<file path="src/rtl/mux4_word_select_pkg.sv">
// rtl/mux4_word_select_pkg.sv - select-field constants and word-index encoding for the 4:1 word selector
//
// Purpose : shared select-field width and the symbolic word index used by the
//           selector's decode and its port bundle.
// Contents: SEL_W       - width of the word select field
//           NUM_WORDS   - number of candidate words (always 2**SEL_W)
//           word_sel_e  - symbolic word index, one literal per candidate word

package mux4_word_select_pkg;

    localparam int SEL_W     = 2;
    localparam int NUM_WORDS = 1 << SEL_W;

    // Word index as sliced from a cache address's word-offset bits [3:2].
    typedef enum logic [SEL_W-1:0] {
        WORD_0 = 2'd0,
        WORD_1 = 2'd1,
        WORD_2 = 2'd2,
        WORD_3 = 2'd3
    } word_sel_e;

endpackage

</file>
<file path="src/rtl/mux4_word_select_if.sv">
// rtl/mux4_word_select_if.sv - signal bundle between a word selector and the logic that drives it
//
// Purpose : groups the select, candidate words, capture enable and both output
//           paths of mux4_word_select. Clock and reset are not part of the bundle.
// Signals : sel_i         word select (0..3)
//           in0_i..in3_i  candidate words, WIDTH bits each
//           en_i          capture enable for the registered path
//           out_o         combinational selected word
//           out_q_o       registered selected word
//           valid_q_o     one-cycle strobe per capture
// Modports: master - drives select/words/enable, observes outputs
//           slave  - the selector itself

interface mux4_word_select_if
    import mux4_word_select_pkg::*;
#(
    parameter int WIDTH = 32
);

    logic [SEL_W-1:0] sel_i;
    logic [WIDTH-1:0] in0_i;
    logic [WIDTH-1:0] in1_i;
    logic [WIDTH-1:0] in2_i;
    logic [WIDTH-1:0] in3_i;
    logic             en_i;
    logic [WIDTH-1:0] out_o;
    logic [WIDTH-1:0] out_q_o;
    logic             valid_q_o;

    modport master (
        output sel_i,
        output in0_i,
        output in1_i,
        output in2_i,
        output in3_i,
        output en_i,
        input  out_o,
        input  out_q_o,
        input  valid_q_o
    );

    modport slave (
        input  sel_i,
        input  in0_i,
        input  in1_i,
        input  in2_i,
        input  in3_i,
        input  en_i,
        output out_o,
        output out_q_o,
        output valid_q_o
    );

endinterface

</file>
<file path="src/rtl/mux4_word_select.sv">
// rtl/mux4_word_select.sv - 4:1 word selector with combinational output and optional registered copy
//
// Purpose : picks one WIDTH-bit word out of four by a 2-bit select. The
//           combinational path serves same-cycle cache reads; the optional
//           registered path serves pipelined consumers.
// Params  : WIDTH   - bits per word and per output (>= 1)
//           REG_OUT - 1: registered path present; 0: out_q_o/valid_q_o tied low, no flops
// Ports   : clk_i   - clock, rising edge
//           rst_ni  - asynchronous active-low reset (release synchronised by the parent)
//           bus     - mux4_word_select_if.slave: sel_i, in0_i..in3_i, en_i in;
//                     out_o, out_q_o, valid_q_o out

module mux4_word_select
    import mux4_word_select_pkg::*;
#(
    parameter int WIDTH   = 32,
    parameter bit REG_OUT = 1'b1
) (
    input  logic                clk_i,
    input  logic                rst_ni,
    mux4_word_select_if.slave   bus
);

    logic [WIDTH-1:0] sel_word;

    // Every select value names exactly one word. The leading X assignment
    // never wins for a known select; it only lets an X/Z select show up as
    // an X word in simulation instead of silently aliasing to some input.
    always_comb begin
        sel_word = 'x;
        case (bus.sel_i)
            WORD_0: sel_word = bus.in0_i;
            WORD_1: sel_word = bus.in1_i;
            WORD_2: sel_word = bus.in2_i;
            WORD_3: sel_word = bus.in3_i;
        endcase
    end

    assign bus.out_o = sel_word;

    generate
        if (REG_OUT) begin : g_reg
            logic [WIDTH-1:0] word_q;
            logic             valid_q;

            // valid_q follows en_i so it strobes once per capture and stays
            // high across back-to-back captures; word_q holds when idle.
            always_ff @(posedge clk_i or negedge rst_ni) begin
                if (!rst_ni) begin
                    word_q  <= '0;
                    valid_q <= 1'b0;
                end else begin
                    valid_q <= bus.en_i;
                    if (bus.en_i) begin
                        word_q <= sel_word;
                    end
                end
            end

            assign bus.out_q_o   = word_q;
            assign bus.valid_q_o = valid_q;
        end else begin : g_no_reg
            assign bus.out_q_o   = '0;
            assign bus.valid_q_o = 1'b0;
        end
    endgenerate

endmodule

</file>
<file path="src/flat_wrapper.sv">
// flat-port wrapper written by rule: the top's interface ports become plain ports
module mux4_word_select_flat import mux4_word_select_pkg::*;
#(
    parameter int WIDTH   = 32,
    parameter bit REG_OUT = 1'b1
)
  (clk_i, rst_ni, bus_sel_i, bus_in0_i, bus_in1_i, bus_in2_i, bus_in3_i, bus_en_i, bus_out_o, bus_out_q_o, bus_valid_q_o);
  mux4_word_select_if #(.WIDTH(WIDTH)) bus_i ();
  input  logic clk_i;
  input  logic rst_ni;
  input wire logic [$bits(bus_i.sel_i)-1:0] bus_sel_i;
  input wire logic [$bits(bus_i.in0_i)-1:0] bus_in0_i;
  input wire logic [$bits(bus_i.in1_i)-1:0] bus_in1_i;
  input wire logic [$bits(bus_i.in2_i)-1:0] bus_in2_i;
  input wire logic [$bits(bus_i.in3_i)-1:0] bus_in3_i;
  input wire logic [$bits(bus_i.en_i)-1:0] bus_en_i;
  output wire logic [$bits(bus_i.out_o)-1:0] bus_out_o;
  output wire logic [$bits(bus_i.out_q_o)-1:0] bus_out_q_o;
  output wire logic [$bits(bus_i.valid_q_o)-1:0] bus_valid_q_o;
  assign bus_i.sel_i = bus_sel_i;
  assign bus_i.in0_i = bus_in0_i;
  assign bus_i.in1_i = bus_in1_i;
  assign bus_i.in2_i = bus_in2_i;
  assign bus_i.in3_i = bus_in3_i;
  assign bus_i.en_i = bus_en_i;
  assign bus_out_o = bus_i.out_o;
  assign bus_out_q_o = bus_i.out_q_o;
  assign bus_valid_q_o = bus_i.valid_q_o;
  mux4_word_select #(.WIDTH(WIDTH), .REG_OUT(REG_OUT)) u_core (.clk_i(clk_i), .rst_ni(rst_ni), .bus(bus_i));
endmodule
</file>
<file path="config.mk">
export PLATFORM = sky130hd
export DESIGN_NAME = mux4_word_select_flat
export DESIGN_NICKNAME = d
export VERILOG_FILES = /design/src/rtl/mux4_word_select_pkg.sv /design/src/rtl/mux4_word_select_if.sv /design/src/rtl/mux4_word_select.sv /design/src/flat_wrapper.sv
export SDC_FILE = /design/constraint.sdc
export NUM_CORES = 1
export LEC_CHECK = 0
export BUFFER_PORTS_ARGS = -buffer_cell sky130_fd_sc_hd__buf_4
export CORE_MARGIN = 3
export CORE_UTILIZATION = 43
export DETAILED_ROUTE_END_ITERATION = 16
export PLACE_DENSITY = 0.87
export SLEW_MARGIN = 20
export SYNTH_ARGS = -nofsm -noshare
export SYNTH_HDL_FRONTEND = slang
export SYNTH_SLANG_ARGS = --single-unit
</file>
<file path="constraint.sdc">
create_clock -name clk_i -period 1.8 [get_ports clk_i]
set_input_delay 0.36 -clock clk_i [delete_from_list [all_inputs] [get_ports clk_i]]
set_output_delay 0.36 -clock clk_i [all_outputs]
set_load 0.01 [all_outputs]
</file>
# Word level (Yosys, flattened, before mapping)
# Cells that the tools add are included.
[totals]
elab_cells = 7
output_inout_bits = 65
register_bits = 33
[classes]
n_mux = 1
eq_ne = 3
n_reduce_logical = 1
[ops]
columns = ["op", "count"]
rows = [
  ["one-hot mux 32 bit (4 select lines)", 1],
  ["equality test 2 bit (second input constant)", 2],
  ["equality test 2 x 1 -> 1 bit (second input constant)", 1],
  ["logical NOT 2 bit", 1],
]

# Logic depth before layout (Yosys ltp)
[logic_depth]
ltp_word = 2
depth_mapped = 4
depth_no_buf = 2

# Worst setup path before layout
# No wires, ideal clock.
[synth_timing]
path_type = "in2out"
startpoint = "in bus_sel_i[0]"
endpoint = "out bus_out_o[0]"
arrival_ns = 1.078
path_slack_ns = 0.362
path_stages = 3
path_cell_list = "buf_2 buf_2 mux2i_1"
[synth_between]
elab_chain_len = 2
word_cells_on_any_way = 5
cone_classes = "eq/ne (3); mux (1); reduce/logical (1)"
[synth_rtl]
columns = ["element", "line", "source"]
rows = [
  ["start: declaration", "flat_wrapper.sv:11", "input wire logic [$bits(bus_i.sel_i)-1:0] bus_sel_i;"],
  ["equality test 2 bit (tied with other cells)", "mux4_word_select.sv:31", "case (bus.sel_i)"],
  ["one-hot mux 32 bit (4 select lines) (*)", "mux4_word_select.sv:31", ""],
  ["end: declaration", "flat_wrapper.sv:17", "output wire logic [$bits(bus_i.out_o)-1:0] bus_out_o;"],
]
# Mark *: on every way between the ends. The rest lies on a longest branch, timed or not.

# Worst setup path after layout
[layout_timing]
startpoint = "in bus_sel_i[1]"
endpoint = "out bus_out_o[11]"
# Same word-level chain as after synthesis.

==> run metrics <==
Slew HR 0.7198; antenna diode count 0; share of layout cells above drive strength 1 0.5268; Max Slew Vio Count 0; crit end category output port; post-detail-place hpwl 7020 microns; Mapped Nets 348; clock power share 0.305; FILL cells 368; RR Startpoint u_core.bus.out_q_o[17]; post-CTS repair timing setup buffer count 0; max-cap violations 0; DRC viols 0; first-pass GRT wire length 13,520 microns; Core Rows 26; final core occ 0.7728; post-DR wirelength/cell 18.58 microns; CP arrival 1380 ps; Setup CP Type in -> out; Synth area leader mux2i_1; Overflow after GRT 0; sequential area share after synthesis 0.3369; number of top-level pins 198; logic gate share of total power 0.371; Pleak 2.186 nW; H-tree depth 2; synth top area cells mux2i_1 (39%), dfrtp_1 (34%), o221ai_1 (11%), nand2b_1 (8.2%), buf_12 (2.5%); Reg clk slew, reported paths 70 ps; outcome completed; count of cell types in the netlist 10; initial core utilization 0.4622; synthesized area 2451 sq um; Tcrit/Tclk final 0.9681; largest net degree at the start of global routing 36; via count 2,575; die footprint 6642 sq um; clock buffer depth 2; Area Growth Syn to Fin 67.18%; Fmax 573.9 MHz; post-route ant nets 0; Clock Root Buffer clkbuf_8; 1st-iter DRT viols 74; pre-CTS WS 54.53 ps; power after layout 2.735 mW; die height 81.50 microns; # clock sinks 33; gpl congestion 0.8778; clk_lat worst skew 290 ps; sequential share of power 0.324; Hold Crit Class in -> async; chip width 81.50 microns; Port Buf Inserts 197; Final Setup Violations 0; final setup margin 57.51 ps; vias in the first global route 2,674; Sw Share 0.2852; Slew @ Worst Pin 420.3 ps; Core ar. 5303 sq um; final hold vios 0; internal power 1.955 mW; R2R cell count 2; Syn Area/Cell 11.40 sq um; CP required 1440 ps; number of buffers created by CTS 5; NumNets Final 542; Pre-Repair DR Iteration Count 4; Post-Syn Instances 215; crit start category input port; CP Max Fanout 24; power per cell area 667.5 nW/um^2; worst hold slack 2.105 ps; initial antenna violation count 0; Peak VDD IR 0.4969 mV; Final Skew 0 ps; CTS tree built; Synth top area share 0.3920; r2r setup slk 1060 ps; RSZ-0062 raised after global routing yes; Vias/cell 5.365; synthesis warning total 0; NetSw 0.7800 mW; WL final 8917 microns; GRT Util Overall 0.2655; R2R Path End u_core.bus.out_q_o[17]; flops & latches, synth 33; post-route minimum period 1742 ps
timing repair:
| item | in CTS | in global routing |
|---|---|---|
| endpoints found under the setup margin | 0 | 2 |
| gates resized for setup | 0 | 0 |
| hold buffers | 0 | 0 |
placed cells by master (no fill, tap or decap):
cell type and count:
buf_12 3, buf_4 204, bufinv_16 2, clkbuf_8 5, clkinv_2 1, dfrtp_1 33, mux2i_1 96, nand2_1 1
nand2b_1 32, nand2b_4 1, o221ai_1 32
kinds of logic after synthesis:
family	count (synthesis)	share of synthesized area
and+or+nand+nor	34	0.08882
buffers and inverters	20	0.06789
AOI/OAI and AO/OA	32	0.1143
DFF	33	0.3369
muxes	96	0.3920
through the flow:
step	std cells	TNS, ps	area (sq um)
after global placement	472	0	3964
after CTS	480	0	4098
after floorplan	215	0	2451
final	480	0	4098
after global routing	480	-2.300	4098
after detailed placement	472	0	3964
layout make-up:
cell class              instances  area, sq um  area share
clock buffers                   5        68.82     0.01679
clock inverters                 3        65.06     0.01588
multi-input cells             162         1459      0.3560
flip-flops and latches         33        825.8      0.2015
well taps                      70        87.58     0.02137
repair buffers                207         1592      0.3884
state kept, by name (all words and copies together) (netlist names):
name                  flops
u_core.bus.valid_q_o      1
u_core.bus.out_q_o       32
worst max-delay path, cell delays in order:
cell,delay (ps)
buf_4,190
buf_12,230
mux2i_1,320
mux2i_1,120
buf_4,160
how the worst max path moves through the flow:
stage	from	endpoint	slack, ps
after floorplan	bus_sel_i[0]	bus_out_o[0]	360
after global placement	bus_sel_i[1]	bus_out_o[11]	100
after detailed placement	bus_sel_i[1]	bus_out_o[11]	50
after CTS	bus_sel_i[1]	bus_out_o[11]	50
after global routing	bus_sel_i[1]	bus_out_o[11]	-1
final	bus_sel_i[1]	bus_out_o[11]	60
power by group through the flow:
stage,combinational [mW],sequential (mW),clock [mW]
after CTS,1.03,0.886,0.846
after global placement,1.00,0.892,0
after global routing,1.10,0.896,0.887
after detailed placement,1.02,0.898,0
after floorplan,0.395,0.938,0
final,1.01,0.886,0.834
synth_stat cells:
library cell and count:
o221ai_1 32, buf_6 4, buf_12 3, nand2b_1 32, buf_2 10, dfrtp_1 33, clkbuf_1 3, mux2i_1 96
nand2b_4 1, nand2_1 1
metal layers:
metal	GRT usage	vias to the layer above	share of wire
met3	0.08443	19	0.11
met5	0	-	0
li1	-	1210	-
met1	0.2877	1216	0.35
met2	0.4870	130	0.52
met4	0.08446	0	0.022
Power figures use the tool's default switching activity.
